File: src/rtl/screen_reader.sv
// Screen memory read side: fetches one word per read, then shifts its pixels
// out LSB-first under a valid/ready handshake, word after word, one frame per start.
module screen_reader #(
  parameter int unsigned WIDTH         = 16,
  parameter int unsigned ADDR_WIDTH    = 13,
  parameter int unsigned WORDS_PER_ROW = 32,
  parameter int unsigned ROWS          = 256,
  parameter int unsigned RD_LATENCY    = 1
) (
  input  logic                  clk_i,
  input  logic                  rst_ni,
  input  logic                  start_i,
  input  logic                  abort_i,
  output logic                  rd_en_o,
  output logic [ADDR_WIDTH-1:0] rd_addr_o,
  input  logic [WIDTH-1:0]      rd_data_i,
  output logic                  pix_valid_o,
  input  logic                  pix_ready_i,
  output logic                  pix_o,
  output logic                  sol_o,
  output logic                  eof_o,
  output logic                  busy_o,
  output logic                  done_o
);

  localparam int unsigned CW = (WIDTH > 1) ? $clog2(WIDTH) : 1;
  localparam int unsigned LW = $clog2(RD_LATENCY + 1);
  localparam logic [ADDR_WIDTH-1:0] LAST_WORD = ADDR_WIDTH'(WORDS_PER_ROW * ROWS - 1);
  localparam logic [ADDR_WIDTH-1:0] ROW_WORDS = ADDR_WIDTH'(WORDS_PER_ROW);
  localparam logic [CW-1:0]         LAST_BIT  = CW'(WIDTH - 1);
  localparam logic [LW-1:0]         LAT_DONE  = LW'(RD_LATENCY);

  typedef enum logic [2:0] {
    S_IDLE,
    S_FETCH,
    S_WAIT,
    S_SHIFT,
    S_DONE
  } state_t;

  state_t                state, state_n;
  logic [ADDR_WIDTH-1:0] addr, addr_n;
  logic [CW-1:0]         bit_cnt, bit_cnt_n;
  logic [WIDTH-1:0]      shift, shift_n;
  logic [LW-1:0]         lat, lat_n;
  logic                  rd_en_n, pix_valid_n, pix_n, sol_n, eof_n, busy_n, done_n;
  logic                  xfer;

  assign xfer      = pix_valid_o & pix_ready_i;
  assign rd_addr_o = addr;

  // State, datapath and output registers
  always_ff @(posedge clk_i or negedge rst_ni) begin
    if (!rst_ni) begin
      state       <= S_IDLE;
      addr        <= '0;
      bit_cnt     <= '0;
      shift       <= '0;
      lat         <= '0;
      rd_en_o     <= 1'b0;
      pix_valid_o <= 1'b0;
      pix_o       <= 1'b0;
      sol_o       <= 1'b0;
      eof_o       <= 1'b0;
      busy_o      <= 1'b0;
      done_o      <= 1'b0;
    end else begin
      state       <= state_n;
      addr        <= addr_n;
      bit_cnt     <= bit_cnt_n;
      shift       <= shift_n;
      lat         <= lat_n;
      rd_en_o     <= rd_en_n;
      pix_valid_o <= pix_valid_n;
      pix_o       <= pix_n;
      sol_o       <= sol_n;
      eof_o       <= eof_n;
      busy_o      <= busy_n;
      done_o      <= done_n;
    end
  end

  // Next state/datapath; outputs are decoded from the next values so they register in step
  always_comb begin
    state_n     = state;
    addr_n      = addr;
    bit_cnt_n   = bit_cnt;
    shift_n     = shift;
    lat_n       = lat;
    rd_en_n     = 1'b0;
    pix_valid_n = 1'b0;
    pix_n       = 1'b0;
    sol_n       = 1'b0;
    eof_n       = 1'b0;
    busy_n      = 1'b0;
    done_n      = 1'b0;

    unique case (state)
      S_IDLE: begin
        if (start_i) begin
          state_n = S_FETCH;
          addr_n  = '0;
        end
      end
      S_FETCH: begin
        state_n = S_WAIT;
        lat_n   = LW'(1);
      end
      S_WAIT: begin
        if (lat == LAT_DONE) begin
          shift_n   = rd_data_i;
          bit_cnt_n = '0;
          state_n   = S_SHIFT;
        end else begin
          lat_n = lat + LW'(1);
        end
      end
      S_SHIFT: begin
        if (xfer) begin
          shift_n   = shift >> 1;
          bit_cnt_n = bit_cnt + CW'(1);
          if (bit_cnt == LAST_BIT) begin
            if (addr == LAST_WORD) begin
              state_n = S_DONE;
            end else begin
              addr_n  = addr + ADDR_WIDTH'(1);
              state_n = S_FETCH;
            end
          end
        end
      end
      S_DONE: state_n = S_IDLE;
      default: state_n = S_IDLE;
    endcase

    // Abort wins over everything; an in-flight read is simply never sampled
    if (abort_i && (state != S_IDLE)) begin
      state_n = S_IDLE;
    end

    rd_en_n     = (state_n == S_FETCH);
    pix_valid_n = (state_n == S_SHIFT);
    pix_n       = (state_n == S_SHIFT) && shift_n[0];
    sol_n       = (state_n == S_SHIFT) && ((addr_n % ROW_WORDS) == '0) && (bit_cnt_n == '0);
    eof_n       = (state_n == S_SHIFT) && (addr_n == LAST_WORD) && (bit_cnt_n == LAST_BIT);
    busy_n      = (state_n != S_IDLE);
    done_n      = (state_n == S_DONE);
  end

endmodule
File: config.mk
export PLATFORM = sky130hd
export DESIGN_NAME = screen_reader
export DESIGN_NICKNAME = d
export VERILOG_FILES = /design/src/rtl/screen_reader.sv
export SDC_FILE = /design/constraint.sdc
export NUM_CORES = 1
export LEC_CHECK = 0
export ABC_AREA = 1
export ABC_CLOCK_PERIOD_IN_PS = 3400
export CORE_MARGIN = 2
export CORE_UTILIZATION = 35
export CTS_BUF_LIST = sky130_fd_sc_hd__clkbuf_8
export CTS_CLUSTER_SIZE = 20
export DETAILED_ROUTE_END_ITERATION = 12
export PLACE_DENSITY_LB_ADDON = 0.15
export REMOVE_ABC_BUFFERS = 1
export SLEW_MARGIN = 20
export SYNTH_ARGS = -nofsm -noshare
export SYNTH_HDL_FRONTEND = slang
export SYNTH_SLANG_ARGS = --single-unit
File: constraint.sdc
create_clock -name clk_i -period 3.4 [get_ports clk_i]
set_input_delay 0.68 -clock clk_i [delete_from_list [all_inputs] [get_ports clk_i]]
set_output_delay 0.68 -clock clk_i [all_outputs]
set_load 0.05 [all_outputs]
=== After elaboration in Yosys (flattened, before gate mapping) ===
Index checks and enable logic that the tools add are counted.

* Register bits after elaboration: 44
* Bits of input ports: 21

* Add/subtract/negate cells: 3
* Equal/unequal tests: 12
* Multiplexer cells: 20
* Bitwise operators: 1
* Reductions and logical operators: 14

{| class="wikitable"
|+ Operators with widths
! operator !! count
|-
| two-way mux 13 bit || 4
|-
| two-way mux 16 bit || 2
|-
| case mux 16 bit (2 select lines) || 1
|-
| == test 13 bit (second input constant) || 2
|-
| case mux 13 bit (2 select lines) || 1
|-
| two-way mux 3 bit || 6
|-
| adder 13 x 1 -> 13 bit (second input constant) || 1
|-
| zero test 13 bit || 1
|-
| case mux 3 bit (4 select lines) || 1
|-
| == test 3 x 2 -> 1 bit (second input constant) || 3
|-
| == test 4 bit (second input constant) || 2
|-
| two-way mux 4 bit || 2
|-
| case mux 4 bit (2 select lines) || 1
|-
| == test 3 x 1 -> 1 bit (second input constant) || 2
|-
| logical AND 1 bit || 6
|-
| nonzero test 3 bit || 2
|-
| adder 4 x 1 -> 4 bit (second input constant) || 1
|-
| zero test 4 bit || 1
|-
| inequality test 2 bit (second input constant) || 2
|-
| nonzero test 2 bit || 2
|-
| == test 3 bit (second input constant) || 1
|-
| zero test 3 bit || 1
|-
| AND reduction 3 bit || 1
|-
| case mux 1 bit (2 select lines) || 1
|-
| other kinds (3) || 3
|}

=== Depth between registers and ports, before layout ===
* Depth after elaboration: 9
* Gate-level depth with buffers: 15
* Depth with buffers taken out: 15

=== Worst setup path after synthesis ===
No wires, ideal clock.

* Path type: flip-flop to flip-flop
* Start point: reg addr[1], in the netlist rd_addr_o[1]
* End point: reg eof_o
* Path slack: 1,264 ps
* Path buffers: 1
* Setup time: 71 ps
* Data arrival time: 2,065 ps
* Cell stages (with the launch flop): 13
* Data required time: 3,329 ps
* Cells stage by stage: dfrtp_1 ha_1 nand2_1 nor2_2 nand4_4 buf_6 nand3_1 nand3_1 nand2_1 nand2_1 nor2_1 nand3_1 nor2_1

* Longest elaborated chain between the ends: 9
* Elaborated cells on any way between the ends: 16
* Those cells by class: add/sub: 1; eq/ne: 3; mux: 10; reduce/logical: 2

{| class="wikitable"
|+ Ends and longest elaborated chain
! what !! line !! text
|-
| from (decl) || 42 || <nowiki>logic [ADDR_WIDTH-1:0] addr, addr_n;</nowiki>
|-
| from (signal assigned) || 69 || <nowiki>addr <= addr_n;</nowiki>
|-
| parallel branches: the longest is 7 deep, another holds adder 13 x 1 -> 13 bit || -- ||
|-
| logical AND 1 bit * (2 in a row) || 145 || <nowiki>eof_n = (state_n == S_SHIFT) && (addr_n == LAST_WORD) && (bit_cnt_n == LAST_BIT);</nowiki>
|-
| via eof_n || 46 || <nowiki>logic rd_en_n, pix_valid_n, pix_n, sol_n, eof_n, busy_n, done_n;</nowiki>
|-
| to (signal assigned) || 77 || <nowiki>eof_o <= eof_n;</nowiki>
|-
| to (decl) || 21 || <nowiki>output logic eof_o,</nowiki>
|}

Mark *: on every way through the listed nets, which the timed path passes.
A chain may end at the register's enable or synchronous reset.

=== Worst setup path after layout ===
* Start point: reg addr[7], in the netlist rd_addr_o[7]
* End point: out rd_addr_o[7]

{| class="wikitable"
|+ RTL lines
! what !! line !! text
|-
| to (decl) || 15 || <nowiki>output logic [ADDR_WIDTH-1:0] rd_addr_o,</nowiki>
|}

No word-level cell between the ends.

==> summary.txt <==
Logic synthesis
  – Asr flop ratio synth: 100%
  – Seq/Total Area, Yosys: 45.2%
  – Syn Std Cell Area: 2440 sq um
  – Register bit total from synthesis: 44
  – Area contributors post-synth: dfrtp_1 (45%), nand2_1 (12%), nand3_1 (10%)
  – Yosys top cell by area: dfrtp_1
  – Library cells used by synthesis: 31
  – Yosys top cell area share: 45.2%
  – Warnings from Yosys: 0
  – Mean Syn Cell Area: 7.50 sq um
  – Commonest cells in the netlist: nand2_1 (78), inv_1 (57), nand3_1 (51)
  – Count leader, synth: nand2_1
  – Synth Instances: ~330
  – Number of synthesized flops with an enable pin: 0
  – Top FF cell, synth: dfrtp_1

Global routing
  – Initial antenna violation count: 0
  – Largest net degree at the start of global routing: 45
  – All-layer global routing usage: 16.9%
  – Grt ovf: 0
  – First-pass GRT wire length: 10300 um
  – Vias in the first global route: 2248

Die
  – Die H: about 87 um
  – Core ar.: a little under 7000 sq um
  – I/O pin total: 41
  – Die area: 7650 sq um
  – Row cnt: 30
  – Die width: 87.5 um
  – Starting density of the core: 36.1%

Placed design
  – # port buffers: 40
  – Final HPWL DP: between 4000 and 5000 um
  – GP Congestion: 0.854
  – Post-DP Area: 2890 sq um

Worst setup path
  – Reg2reg start: state[0]$_DFF_PN0_
  – Critical path launch point type: flip-flop
  – Kind of critical path: reg -> out
  – Worst path top cell family by delay: buffers and inverters
  – Buf/Inv on CP: 1
  – CP arrival: 1.63 ns
  – R2R Path End: sol_o$_DFF_PN0_
  – Crit-path slowest cell: clkdlybuf4s50_1
  – FF-to-FF path depth: 12
  – Crit. End Element: primary output
  – Reg2reg setup slack: 1.26 ns
  – Max FO, Critical Path: 7
  – Crit path largest cell delay: 0.85 ns
  – WP data required: 2.72 ns
  – CP Cell Sequence: clkdlybuf4s50_1

Status
  – Outcome: complete, no violations

Clock tree
  – Post_cts resized: 0
  – TritonCTS Buffers: 5
  – Hold buffers post-CTS: 0
  – Worst-Skew Late Latency: 0.29 ns
  – Clock Path Buffers: 2
  – Postcts setup bufs: 0
  – Root buf cell: clkbuf_8
  – Clock sink count: 44
  – H-tree levels: 2
  – CTS tree: done
  – Worst-path clk slew: 0.08 ns

Timing
  – Period utilization: 68.0%
  – Relative slew margins: 55.7%
  – Final hold violations: 0
  – Min Clock Period, post-route: 2.31 ns
  – Clock skew: ~0.0065 ns
  – Worst-margin pin slew: 0.664 ns
  – Setup violators final: 0
  – RSZ-0062 raised after global routing: no
  – TNS Setup: 0 ns
  – Max Slew Vio Count: 0
  – Achievable Freq: 0.432 GHz

Power
  – Pwr dens: 631 nW/um^2
  – Peak VDD IR: 288 uV
  – Leakage power: 0.00142 uW

Drt
  – Detailed Route Iter0 Violations: 81
  – DRT Pass-1 Iters: 4
  – Vias/cell: 4.82
  – Post-route ant nets: 0
  – Drt drc: 0
  – DR vias: 2141
  – Total wire length: 5780 um
  – Drt wl/cell: between 10 and 15 um

Run
  – Maxcap violations: 0

Final layout
  – Layout area overhead: 21.9%
  – Ant diodes: 0
  – Final non-filler cell area: about 3000 sq um
  – Share of layout cells above drive strength 1: 6.32%
  – # nets final: 387

Hold path
  – Worst hold path class: in -> async
[final cells by class]
cell class                      count  area (sq um)
Fill cell                         721          3780
Sequential cell                    44          1100
Multi-Input combinational cell    213          1070
Timing Repair Buffer               40           398
Inverter                           60           226
Tap cell                           80           100
Clock buffer                        5          68.8
Clock inverter                      2          8.76
[power by group]
| group | internal [uW] | leakage, uW | switching, uW | total (uW) |
|---|---|---|---|---|
| Sequential | 671 | 0.000570 | 82.0 | 753 |
| Combinational | 264 | 0.000809 | 544 | 808 |
| Clock | 137 | 0.0000452 | 176 | 313 |
[per-stage QoR]
| step | hold slack, ns | std cells | total power [uW] | utilization (%) | setup slack (ns) |
|---|---|---|---|---|---|
| 2_1_floorplan | 0.384 | 317 | 1320 | - | 1.18 |
| 3_3_place_gp | 0.467 | 437 | 1580 | 42.8 | 0.774 |
| 3_5_place_dp | 0.473 | 437 | 1590 | 42.8 | 0.775 |
| 4_1_cts | 0.493 | 444 | 1910 | 43.9 | 1.08 |
| 5_1_grt | 0.430 | 444 | 2030 | 44.0 | 0.832 |
| 6_report | 0.383 | 444 | 1870 | 44.0 | 1.09 |
[worst max-delay path by stage]
stage | startpoint | endpoint | depth (start not counted)
after floorplan | rd_addr_o[1]$_DFF_PN0_ | busy_o$_DFF_PN0_ | 7
after global placement | pix_ready_i | sol_o$_DFF_PN0_ | 13
after detailed placement | pix_ready_i | sol_o$_DFF_PN0_ | 13
after CTS | rd_addr_o[7]$_DFF_PN0_ | rd_addr_o[7] | 1
after global routing | pix_ready_i | sol_o$_DFF_PN0_ | 13
final | rd_addr_o[7]$_DFF_PN0_ | rd_addr_o[7] | 1
[cells by family after synthesis]
kind of cell / Yosys count / share of synthesized area (%)
AND/OR/NAND/NOR: 185 / 35.1
flip-flops: 44 / 45.2
adder cells (fa/ha/maj): 2 / 1.03
buffers and inverters: 68 / 11.0
AO/OA/AOI/OAI: 26 / 7.70
[layout by cell type, fill, tap and decap left out]
master and n:
nand2_1 78, nand3_1 51, nand4_1 5, nand2_2 5
a21oi_2 1, or2_2 1, ha_1 2, nand4_4 1
o211ai_1 1, clkdlybuf4s50_1 39, o21ai_1 2, nand3b_1 1
clkinv_1 1, buf_4 1, inv_1 58, nor2_4 4
a31oi_1 2, nor3_1 4, or3_1 1, clkbuf_8 5
dfrtp_1 44, o221ai_1 13, inv_2 1, nand3_2 1
a21oi_1 2, o21ai_0 5, nor2_2 1, or2_0 1
clkinv_2 2, nor2_1 31
[registers in the layout (all words and copies together) (netlist names)]
register and flops:
bit_cnt 4, pix_valid_o 1, pix_o 1, rd_addr_o 13, done_o 1, state 3
lat 1, busy_o 1, eof_o 1, sol_o 1, rd_en_o 1, shift 16
[per-layer routing]
metal | share of wire (%) | global-route usage, % | up-vias
li1 | - | - | 1123
met1 | 49 | 23.3 | 973
met2 | 46 | 27.3 | 41
met3 | 3.7 | 3.22 | 4
met4 | 0.90 | 4.48 | 0
met5 | 0 | 0 | -
(Power assumes the default switching activity.)
